## config.mk

```make
export PLATFORM = sky130hd
export DESIGN_NAME = aurora_ctrl_decoder
export DESIGN_NICKNAME = d
export VERILOG_FILES = /design/src/rtl/aurora_ctrl_decoder.sv
export SDC_FILE = /design/constraint.sdc
export NUM_CORES = 1
export LEC_CHECK = 0
export CORE_ASPECT_RATIO = 0.5
export CORE_UTILIZATION = 63
export CTS_BUF_LIST = sky130_fd_sc_hd__clkbuf_4 sky130_fd_sc_hd__clkbuf_8
export CTS_CLUSTER_DIAMETER = 80
export CTS_CLUSTER_SIZE = 10
export DETAILED_ROUTE_END_ITERATION = 16
export PLACE_DENSITY = 0.88
export SETUP_SLACK_MARGIN = 0.1
export SYNTH_ARGS = -nofsm -noshare
export SYNTH_HDL_FRONTEND = slang
export SYNTH_SLANG_ARGS = --single-unit
```

## constraint.sdc

```tcl
create_clock -name clk -period 5.2 [get_ports clk]
set_clock_uncertainty 0.2 [all_clocks]
set_input_delay 1.56 -clock clk [delete_from_list [all_inputs] [get_ports clk]]
set_output_delay 1.56 -clock clk [all_outputs]
set_load 0.1 [all_outputs]
```

## src/rtl/aurora_ctrl_decoder.sv

```systemverilog
// aurora_ctrl_decoder: VIO control bus receiver - sync/glitch filter, request edge decode, GT/core reset sequencer.
// Latency: aurora_ctrl -> loopback/tx_en 2+STABLE_CYCLES cycles, -> FSM reaction and err_clr one cycle more.
// No backpressure: static levels in, static levels out. AURORA_CTRL_AUTO_RETRY_EN enables automatic timeout retries.
module aurora_ctrl_decoder #(
  parameter int STABLE_CYCLES   = 4,
  parameter int GT_RST_CYCLES   = 64,
  parameter int CORE_RST_CYCLES = 32,
  parameter int UP_TIMEOUT      = 65536,
  parameter int MAX_RETRY       = 3
) (
  input  logic       clk,
  input  logic       rst_n,
  input  logic [7:0] aurora_ctrl,
  input  logic       channel_up,
  output logic       gt_reset,
  output logic       aurora_reset,
  output logic [2:0] loopback,
  output logic       tx_en,
  output logic       err_clr,
  output logic       seq_busy,
  output logic       link_fail,
  output logic [7:0] aurora_status
);

  localparam int FW      = (STABLE_CYCLES > 1) ? $clog2(STABLE_CYCLES) : 1;
  localparam int MAX_A   = (GT_RST_CYCLES > CORE_RST_CYCLES) ? GT_RST_CYCLES : CORE_RST_CYCLES;
  localparam int MAX_CYC = (MAX_A > UP_TIMEOUT) ? MAX_A : UP_TIMEOUT;
  localparam int CW      = (MAX_CYC > 1) ? $clog2(MAX_CYC) : 1;

  typedef enum logic [2:0] {
    ST_IDLE     = 3'd0,
    ST_GT_RST   = 3'd1,
    ST_CORE_RST = 3'd2,
    ST_WAIT_UP  = 3'd3,
    ST_FAIL     = 3'd4
  } state_t;

  state_t        state;
  logic [CW-1:0] cnt;
  logic [1:0]    retry_cnt;
  logic          link_lost;
  logic          up_d;

  logic [6:0]    sync1;
  logic [6:0]    sync2;
  logic [6:0]    filt;
  logic [FW-1:0] fcnt [7];
  logic [2:0]    req_d;
  logic          soft_rise;
  logic          gt_rise;
  logic          clr_rise;

  logic unused_reserved;
  assign unused_reserved = aurora_ctrl[7];

  always_ff @(posedge clk or negedge rst_n) begin
    if (!rst_n) begin
      sync1 <= '0;
      sync2 <= '0;
    end else begin
      sync1 <= aurora_ctrl[6:0];
      sync2 <= sync1;
    end
  end

  // A bit is accepted only after STABLE_CYCLES consecutive samples disagreeing with the current value.
  always_ff @(posedge clk or negedge rst_n) begin
    if (!rst_n) begin
      filt <= '0;
      for (int i = 0; i < 7; i++) fcnt[i] <= '0;
    end else begin
      for (int i = 0; i < 7; i++) begin
        if (sync2[i] == filt[i]) begin
          fcnt[i] <= '0;
        end else if (fcnt[i] == FW'(STABLE_CYCLES - 1)) begin
          filt[i] <= sync2[i];
          fcnt[i] <= '0;
        end else begin
          fcnt[i] <= fcnt[i] + FW'(1);
        end
      end
    end
  end

  assign loopback  = filt[4:2];
  assign tx_en     = filt[5];
  assign soft_rise = filt[0] & ~req_d[0];
  assign gt_rise   = filt[1] & ~req_d[1];
  assign clr_rise  = filt[6] & ~req_d[2];

  always_ff @(posedge clk or negedge rst_n) begin
    if (!rst_n) begin
      req_d     <= '0;
      err_clr   <= 1'b0;
      up_d      <= 1'b0;
      link_lost <= 1'b0;
    end else begin
      req_d   <= {filt[6], filt[1], filt[0]};
      err_clr <= clr_rise;
      up_d    <= channel_up;
      if (state == ST_IDLE && up_d && !channel_up) link_lost <= 1'b1;
      else if (err_clr)                            link_lost <= 1'b0;
    end
  end

`ifndef AURORA_CTRL_AUTO_RETRY_EN
  logic unused_retry_cfg;
  assign unused_retry_cfg = (MAX_RETRY > 0);
`endif

  always_ff @(posedge clk or negedge rst_n) begin
    if (!rst_n) begin
      state        <= ST_GT_RST;
      cnt          <= '0;
      retry_cnt    <= '0;
      gt_reset     <= 1'b1;
      aurora_reset <= 1'b1;
      seq_busy     <= 1'b1;
      link_fail    <= 1'b0;
    end else begin
      case (state)
        ST_IDLE: begin
          if (err_clr) link_fail <= 1'b0;
          if (gt_rise) begin
            state        <= ST_GT_RST;
            cnt          <= '0;
            gt_reset     <= 1'b1;
            aurora_reset <= 1'b1;
            seq_busy     <= 1'b1;
          end else if (soft_rise) begin
            state        <= ST_CORE_RST;
            cnt          <= '0;
            aurora_reset <= 1'b1;
            seq_busy     <= 1'b1;
          end
        end
        ST_GT_RST: begin
          if (gt_rise) begin
            cnt <= '0;
          end else if (cnt == CW'(GT_RST_CYCLES - 1)) begin
            state    <= ST_CORE_RST;
            cnt      <= '0;
            gt_reset <= 1'b0;
          end else begin
            cnt <= cnt + CW'(1);
          end
        end
        ST_CORE_RST: begin
          if (gt_rise) begin
            state    <= ST_GT_RST;
            cnt      <= '0;
            gt_reset <= 1'b1;
          end else if (cnt == CW'(CORE_RST_CYCLES - 1)) begin
            state        <= ST_WAIT_UP;
            cnt          <= '0;
            aurora_reset <= 1'b0;
          end else begin
            cnt <= cnt + CW'(1);
          end
        end
        ST_WAIT_UP: begin
          if (gt_rise) begin
            state        <= ST_GT_RST;
            cnt          <= '0;
            gt_reset     <= 1'b1;
            aurora_reset <= 1'b1;
          end else if (channel_up) begin
            state     <= ST_IDLE;
            cnt       <= '0;
            retry_cnt <= '0;
            seq_busy  <= 1'b0;
          end else if (cnt == CW'(UP_TIMEOUT - 1)) begin
`ifdef AURORA_CTRL_AUTO_RETRY_EN
            if (int'(retry_cnt) < MAX_RETRY) begin
              if (retry_cnt != 2'd3) retry_cnt <= retry_cnt + 2'd1;
              state        <= ST_GT_RST;
              cnt          <= '0;
              gt_reset     <= 1'b1;
              aurora_reset <= 1'b1;
            end else begin
              state     <= ST_FAIL;
              cnt       <= '0;
              seq_busy  <= 1'b0;
              link_fail <= 1'b1;
            end
`else
            state     <= ST_FAIL;
            cnt       <= '0;
            seq_busy  <= 1'b0;
            link_fail <= 1'b1;
`endif
          end else begin
            cnt <= cnt + CW'(1);
          end
        end
        ST_FAIL: begin
          if (gt_rise) begin
            state        <= ST_GT_RST;
            cnt          <= '0;
            retry_cnt    <= '0;
            gt_reset     <= 1'b1;
            aurora_reset <= 1'b1;
            seq_busy     <= 1'b1;
            link_fail    <= 1'b0;
          end else if (soft_rise) begin
            state        <= ST_CORE_RST;
            cnt          <= '0;
            retry_cnt    <= '0;
            aurora_reset <= 1'b1;
            seq_busy     <= 1'b1;
            link_fail    <= 1'b0;
          end
        end
        default: begin
          state        <= ST_GT_RST;
          cnt          <= '0;
          gt_reset     <= 1'b1;
          aurora_reset <= 1'b1;
          seq_busy     <= 1'b1;
        end
      endcase
    end
  end

  assign aurora_status = {state, retry_cnt, link_lost, link_fail, channel_up};

endmodule

```

==> flow_summary_export.csv, run 1 <==
group,metric,value,unit
final_layout,multi_input_area,1110,um2
timing,relSlewSlack,34.7,%
final_layout,area_growth,14.8,%
final_layout,n_antenna_cell,0,
clock_tree,clk_pin_slew,0.07,ns
job,drv_cap,0,
synthesis,ys_seq_area_share,56.9,%
synthesis,ys_top_cells_by_count,"60 x dfrtp_1, 15 x nor3_1, 12 x nand2_1, 12 x o21ai_0, 11 x nor2_1",
worst_hold_path,hp-class,"reg2reg",
timing,timing.final.crit_period,4.18,ns
synthesis,ys_ff_latch,64,
grt,grt_pass1_wl,9580,um
floorplan,dieArea,4770,um2
route,routed_wl,5330,um
floorplan,die_w,96.6,um
route,post_drt_wl_per_cell,16.3,um
timing,tightest_slew,0.977,ns
clock_tree,post_cts_resized,0,
clock_tree,numClockSinks,64,
synthesis,yosysTopAreaCell,"dfrtp_1",
worst_setup_path,cpPeakStageDelay,0.54,ns
place,io_buffer_count,24,
timing,fmax,239,MHz
final_layout,nets,286,
worst_setup_path,required,3.44,ns
worst_setup_path,critical_path_class,"in2out",
pwr,leakagePower,1.41,nW
timing,rsz0062_at_grt,"no",
floorplan,rows,16,
grt,grt-ovfl-total,0,
route,drc,0,
synthesis,synth_area_per_cell,11.6,um2
worst_setup_path,path_buf_inv,2,
timing,hold_violations,0,
worst_hold_path,min_path_cells,0,
place,routabilityCongestion,0.915,
worst_setup_path,crit_cells,2,
grt,track_usage,26.5,%
synthesis,synth_top_area_share,53.2,%
synthesis,netlist_area,2820,um2
synthesis,synth_enable_flop_cells,0,
grt,antenna_found_initial,0,
final_layout,seqCellArea,1610,um2
synthesis,ys.flop_type,"dfrtp_1",
worst_setup_path,cp_top_family,"buffers and inverters",
timing,fin_crit_sh,80.5,%
worst_setup_path,cp_max_fo,5,
place,hpwl,3620,um
clock_tree,cts_hold_buffers,0,
worst_setup_path,end_kind,"output port",
final_layout,drive_above_1_share,15.4,%
route,vias,2013,
floorplan,coreArea,4080,um2
clock_tree,cts_buffers,9,
timing,hold_ws,0.154,ns
grt,grt_max_degree,35,
floorplan,dieHeight,49.3,um
synthesis,synth_cells,244,
synthesis,ys_types,51,
synthesis,ys_top_cells_by_area,"dfrtp_1 53%, dfstp_2 3.7%, ha_1 3.5%, mux2_2 2.8%, nor3_1 2.7%",
worst_setup_path,reg2reg_depth,6,
clock_tree,postCtsSetupBuffers,0,
clock_tree,clk_path_buf_depth,2,
final_layout,n_fill_cell,248,
route,drt_iter0_drc,153,
synthesis,ys_warn_count,0,
outcome,status,"completed",
route,dr.pass1.iters,6,
worst_setup_path,cp-start-kind,"input pin",
floorplan,ioPinCount,28,
clock_tree,cts_root_buffer,"clkbuf_8",
timing,setup_viol,0,
pwr,power_density,621,nW/um2
floorplan,initial_core_util,69.1,%
worst_setup_path,arrival,2.42,ns
synthesis,yosysMostFrequentCell,"dfrtp_1",
worst_setup_path,crit_slowest_cell,"clkdlybuf4s50_1",
route,via_per_inst,6.17,
clock_tree,cts_tree,"yes",
route,postRouteAntennaNets,0,
synthesis,async_reset_ff_share,100,%
pwr,ir_worst_vdd,0.000470,V
grt,grt_pass1_vias,2067,
timing,drv_slew,0,
worst_setup_path,crit_chain,"clkdlybuf4s50_1, buf_4",
clock_tree,worstSkewPairLatency,0.34,ns
timing,tns,0,ns
clock_tree,htree_num_levels,3,
path summary, 6_finish.rpt:
check	from	endpoint	slack [ns]
hold reg to reg	sync1[5]	sync2[5]	0.15
min in group asynchronous	rst_n	sync1[1]	1.05
hold / removal	sync1[5]	sync2[5]	0.15
max in group asynchronous	rst_n	state[0]	2.84
setup / recovery	channel_up	aurora_status[0]	1.02
setup reg to reg	cnt[0]	cnt[10]	2.73
report_power, final:
group          total, W  leakage [nW]  internal [W]  switching (W)
clock network  0.000420         0.107      0.000243       0.000178
registers      0.000731         0.800      0.000630       0.000101
logic          0.000859         0.504      0.000255       0.000605
layer usage:
metal,global-route usage (%),vias up,wire length [um]
li1,-,927,-
met1,32.2,992,2210
met2,44.0,87,2640
met3,10.3,7,430
met4,8.96,0,41
met5,0,-,0
placed cells by master, fill, tap and decap left out, types with 4 or more instances in the layout:
cell type,n
dfrtp_1,60
clkdlybuf4s50_1,22
nor3_1,15
nand2_1,12
o21ai_0,12
nor2_1,11
nand3_1,10
clkbuf_8,10
nor2b_1,9
ha_1,8
xnor2_1,7
mux2_2,7
nand4_1,5
a21oi_1,5
o31ai_1,4
inv_1,4
o21ai_1,4
dfstp_2,4
cell families (layout without fill, tap and decap cells):
family,after synthesis,count (layout),share of synthesized area [%]
flops,64,64,56.9
mux,7,7,2.79
compound gates,47,47,11.3
buf+inv,18,45,3.81
other cells,1,2,0.133
xor+xnor,9,9,2.79
simple gates,90,90,18.7
fa+ha+maj,8,8,3.55
area by class of cell:
type | count | share of cell area [%]
Clock buffer | 12 | 4.71
Clock inverter | 4 | 1.39
Inverter | 4 | 0.464
Multi-Input combinational cell | 163 | 34.3
Sequential cell | 64 | 49.6
Tap cell | 54 | 2.09
Timing Repair Buffer | 25 | 7.42
state kept, by name, indices dropped and copies added (netlist names):
name / cells
cnt: 16
sync2: 7
seq_busy: 1
state: 3
fcnt: 14
link_lost: 1
up_d: 1
gt_reset: 1
filt: 7
sync1: 7
link_fail: 1
req_d: 3
err_clr: 1
aurora_reset: 1
per-stage QoR:
stage | setup slack [ns] | util, % | std cells | total power [W] | cell area [um2]
floorplan | 1.62 | - | 245 | 0.00143 | 2830
global placement | 1.02 | 74.4 | 310 | 0.00155 | 3040
detailed placement | 1.02 | 74.4 | 310 | 0.00159 | 3040
CTS | 1.02 | 79.3 | 326 | 0.00202 | 3240
global route | 1.00 | 79.3 | 326 | 0.00212 | 3240
finish | 1.02 | 79.3 | 326 | 0.00201 | 3240
(Power assumes the default switching activity.)
==> inputs of run 2 (changes only) <==
- CORE_UTILIZATION: 63 -> 53
- PLACE_DENSITY: 0.88 -> 0.79
- clock period: 5.2 -> 3.6 ns (I/O delays scaled with it)
==> flow_summary_export.csv, run 2 (synthesized netlist as in run 1, its figures left out) <==
group,metric,value,unit
floorplan,coreArea,5020,um2
grt,grt_max_degree,35,
worst_setup_path,timing.rr.start,"cnt[0]",
worst_hold_path,min_from,"sync1[3]",
worst_setup_path,arrival,1.88,ns
final_layout,top_register,"cnt",
worst_hold_path,hold_end,"sync2[3]",
grt,antenna_found_initial,0,
clock_tree,worstSkewPairLatency,0.35,ns
final_layout,nets,287,
worst_setup_path,critical_path_class,"in2out",
route,vias,1994,
route,drt_iter0_drc,117,
worst_setup_path,r2r_end,"cnt[11]",
clock_tree,cts_hold_buffers,0,
route,routed.top_layer,"met4",
place,place_area,3060,um2
job,drv_cap,0,
clock_tree,cts_tree,"yes",
floorplan,ioPinCount,28,
grt,grt_pass1_vias,1884,
final_layout,n_fill_cell,396,
clock_tree,cts_root_buffer,"clkbuf_8",
final_layout,final_cell_mix,"60 x dfrtp_1, 15 x nor3_1, 15 x buf_4",
clock_tree,numClockSinks,64,
final_layout,finalInstanceArea,3330,um2
final_layout,largest_reg_flops,16,
clock_tree,htree_num_levels,3,
final_layout,top_regs,"cnt (16), fcnt (14)",
route,met3_length,321,um
final_layout,final_common_cell,"dfrtp_1",
floorplan,die_w,105,um
worst_setup_path,rrSetupSlack,1.26,ns
clock_tree,postCtsSetupBuffers,0,
worst_setup_path,path_buf_inv,2,
pwr,leakagePower,1.47,nW
timing,timing.final.crit_period,3.16,ns
timing,tns,0,ns
timing,rsz0062_at_grt,"no",
clock_tree,cts_buffers,9,
final_layout,area_growth,17.9,%
grt,grt_pass1_wl,8870,um
pwr,power_density,931,nW/um2
worst_setup_path,end_kind,"output port",
timing,setup_viol,0,
worst_setup_path,crit_cells,2,
worst_setup_path,reg2reg_depth,7,
worst_setup_path,cp_max_fo,5,
worst_setup_path,crit_chain,"clkdlybuf4s50_1, buf_12",
route,dr_wl_met2,2560,um
timing,tightest_slew,0.693,ns
clock_tree,post_cts_resized,0,
place,io_buffer_count,24,
grt,grt-ovfl-total,0,
route,routed_wl,5310,um
route,postRouteAntennaNets,0,
floorplan,initial_core_util,56.2,%
floorplan,dieHeight,53.6,um
worst_setup_path,cp-start-kind,"input pin",
worst_setup_path,crit_slowest_cell,"clkdlybuf4s50_1",
place,routabilityCongestion,0.835,
worst_hold_path,min_path_cells,0,
place,hpwl,3560,um
clock_tree,clk_pin_slew,0.07,ns
worst_setup_path,cp_top_family,"buffers and inverters",
route,via_per_inst,5.81,
timing,hold_violations,0,
worst_setup_path,cpPeakStageDelay,0.59,ns
final_layout,drive_above_1_share,20.9,%
pwr,ir_worst_vdd,0.000545,V
route,post_drt_wl_per_cell,15.5,um
worst_hold_path,hp-class,"reg2reg",
timing,fmax,316,MHz
grt,track_usage,21.8,%
timing,relSlewSlack,53.8,%
timing,fin_crit_sh,87.9,%
floorplan,dieArea,5640,um2
route,m1WireLength,2360,um
final_layout,n_antenna_cell,0,
outcome,status,"completed",
worst_setup_path,required,2.32,ns
route,dr.pass1.iters,4,
route,drc,0,
timing,drv_slew,0,
clock_tree,clk_path_buf_depth,2,
floorplan,rows,18,
## run 2: area by class of cell
| type | count | area, um2 | share of cell area (%) |
|---|---|---|---|
| clock buffers | 10 | 138 | 4.14 |
| multi-input cells | 163 | 1110 | 33.4 |
| clock inverters | 6 | 130 | 3.91 |
| inverters | 4 | 15.0 | 0.451 |
| well taps | 70 | 87.6 | 2.63 |
| repair buffers | 26 | 238 | 7.15 |
| flip-flops and latches | 64 | 1610 | 48.3 |
## run 2: metal layers
layer  GRT usage [%]  up-vias
li1                -      927
met1            26.1     1003
met2            34.0       53
met3            9.08       11
met4            13.6        0
met5               0        -
## run 2: power by group
| part | internal (W) | switching, W |
|---|---|---|
| Combinational | 0.000359 | 0.000862 |
| Clock | 0.000546 | 0.000271 |
| Sequential | 0.000909 | 0.000149 |
## run 2: per-stage QoR
stage	util, %	instances	setup slack (ns)	hold WS (ns)	total power [W]
global placement	60.9	327	0.453	0.133	0.00224
global route	66.2	343	0.410	0.161	0.00326
finish	66.2	343	0.436	0.150	0.00310
CTS	66.2	343	0.436	0.150	0.00312
detailed placement	60.9	327	0.424	0.136	0.00229
floorplan	-	245	0.977	0.131	0.00206
## run 2: how the worst max path moves through the flow
stage	slack, ns	end	start
6_report	0.44	aurora_status[0]	channel_up
2_1_floorplan	0.98	aurora_status[0]	channel_up
3_5_place_dp	0.42	cnt[11]	channel_up
4_1_cts	0.44	aurora_status[0]	channel_up
5_1_grt	0.41	aurora_status[0]	channel_up
3_3_place_gp	0.45	aurora_status[0]	channel_up
==> inputs of run 3 (changes only) <==
- CORE_UTILIZATION: 53 -> 63
- GPL_TIMING_DRIVEN: not set -> 0
- PLACE_DENSITY: 0.79 -> 0.88
- clock period: 3.6 -> 3.9 ns (I/O delays scaled with it)
==> flow_summary_export.csv, run 3 (synthesized netlist as in run 1, its figures left out) <==
group,metric,value,unit
timing,setup_ws,0.128,ns
worst_setup_path,cp_top_family,"buffers and inverters",
clock_tree,cts_hold_buffers,0,
clock_tree,clk_path_buf_depth,2,
pwr,fin_total_pwr,0.00270,W
clock_tree,post_cts_resized,3,
final_layout,top_regs,"cnt (16), fcnt (14)",
final_layout,fin_cells,340,
pwr,ir_worst_vdd,0.000569,V
pwr,pwr-share-clk,18.8,%
pwr,switchingPower,0.00121,W
clock_tree,clk_pin_slew,0.07,ns
final_layout,largest_reg_flops,16,
timing,rsz0062_at_grt,"no",
floorplan,coreArea,4080,um2
route,drt_iter0_drc,114,
grt,grt_pass1_wl,9430,um
worst_setup_path,crit_slowest_cell,"clkdlybuf4s50_1",
place,io_buffer_count,24,
route,drc,0,
final_layout,final_common_cell,"dfrtp_1",
timing,hold_ws,0.146,ns
route,routed_wl,5380,um
grt,grt_max_degree,36,
timing,timing.final.crit_period,3.77,ns
floorplan,ioPinCount,28,
floorplan,dieArea,4770,um2
grt,grt_pass1_vias,1946,
grt,antenna_found_initial,0,
worst_setup_path,cpPeakStageDelay,0.56,ns
pwr,leakagePower,1.45,nW
timing,setup_viol,0,
pwr,power_density,810,nW/um2
final_layout,nets,300,
route,postRouteAntennaNets,0,
pwr,swShare,44.9,%
clock_tree,worstSkewPairLatency,0.35,ns
timing,fmax,265,MHz
clock_tree,cts_buffers,9,
clock_tree,postCtsSetupBuffers,0,
timing,tightest_slew,0.974,ns
grt,grt-ovfl-total,0,
final_layout,n_antenna_cell,0,
route,post_drt_wl_per_cell,15.8,um
pwr,power_frac_comb,45.5,%
clock_tree,numClockSinks,64,
clock_tree,cts_root_buffer,"clkbuf_8",
floorplan,rows,16,
worst_setup_path,critical_path_class,"in2out",
final_layout,top_register,"cnt",
worst_setup_path,crit_chain,"clkdlybuf4s50_1, buf_4, clkdlybuf4s15_2",
timing,relSlewSlack,34.9,%
route,dr.pass1.iters,5,
place,dp_cells,324,
worst_setup_path,arrival,2.40,ns
final_layout,final_cell_mix,"60 x dfrtp_1, 22 x clkdlybuf4s50_1, 15 x nor3_1",
route,vias,1981,
outcome,status,"completed",
floorplan,die_w,96.6,um
route,via_per_inst,5.83,
worst_hold_path,hp-class,"reg2reg",
place,routabilityCongestion,0.887,
floorplan,dieHeight,49.3,um
place,place_ws,-0.434,ns
job,drv_cap,0,
pwr,internal_power,0.00149,W
final_layout,n_fill_cell,229,
final_layout,area_growth,17.9,%
clock_tree,cts_tree,"yes",
timing,hold_violations,0,
worst_setup_path,end_kind,"output port",
pwr,seq_power_share,35.7,%
place,hpwl,3620,um
grt,track_usage,26.5,%
clock_tree,htree_num_levels,3,
timing,drv_slew,0,
floorplan,initial_core_util,69.1,%
worst_setup_path,required,2.53,ns
worst_setup_path,path_buf_inv,3,
worst_setup_path,cp-start-kind,"input pin",
final_layout,drive_above_1_share,18.5,%
timing,fin_crit_sh,96.7,%
worst_setup_path,cp_max_fo,5,
run 3: changes by cell type in the layout (fill, tap and decap cells not counted):
cell,delta
buf_12,-1
buf_2,+2
buf_4,-7
buf_6,+1
bufinv_16,-4
clkbuf_1,+3
clkbuf_4,+1
clkdlybuf4s15_2,+1
clkdlybuf4s50_1,+14
clkinvlp_4,+3
run 3: metal layers:
metal	global-route usage (%)	share of wire (%)	vias to the layer above
li1	-	-	951
met1	35.0	46	970
met2	41.1	47	51
met3	9.31	5.6	9
met4	9.20	1.2	0
met5	0	0	-
run 3: worst paths after layout:
path / end / start / cells past startpoint / slack [ns]
max reg2reg: cnt[4] / cnt[0] / 6 / 1.61
min reg2reg: sync2[5] / sync1[5] / 0 / 0.15
max: aurora_status[0] / channel_up / 3 / 0.13
min in group asynchronous: sync1[1] / rst_n / 1 / 0.65
max in group asynchronous: state[0] / rst_n / 2 / 2.17
min: sync2[5] / sync1[5] / 0 / 0.15
run 3: metrics by stage:
step	TNS [ns]	instance area [um2]	util [%]
floorplan	0	2830	-
global placement	-24.22	3130	76.7
detailed placement	-0.434	3150	77.1
CTS	0	3330	81.5
global route	0	3330	81.5
finish	0	3330	81.5
run 3: power groups by stage:
stage | combinational [W] | sequential (W) | clock, W
final | 0.00123 | 0.000963 | 0.000508
after global routing | 0.00132 | 0.000993 | 0.000546
after CTS | 0.00123 | 0.000962 | 0.000516
after detailed placement | 0.00122 | 0.000973 | 0
after global placement | 0.00118 | 0.000959 | 0
after floorplan | 0.000722 | 0.00118 | 0
run 3: area by class of cell:
type,count,area (um2),area share (%)
plain buffers,14,92.6,2.78
flip-flops and latches,64,1610,48.3
clock inverters,5,32.5,0.978
inverters,4,15.0,0.451
repair buffers,25,256,7.71
multi-input cells,163,1110,33.4
well taps,54,67.6,2.03
clock buffers,11,145,4.36
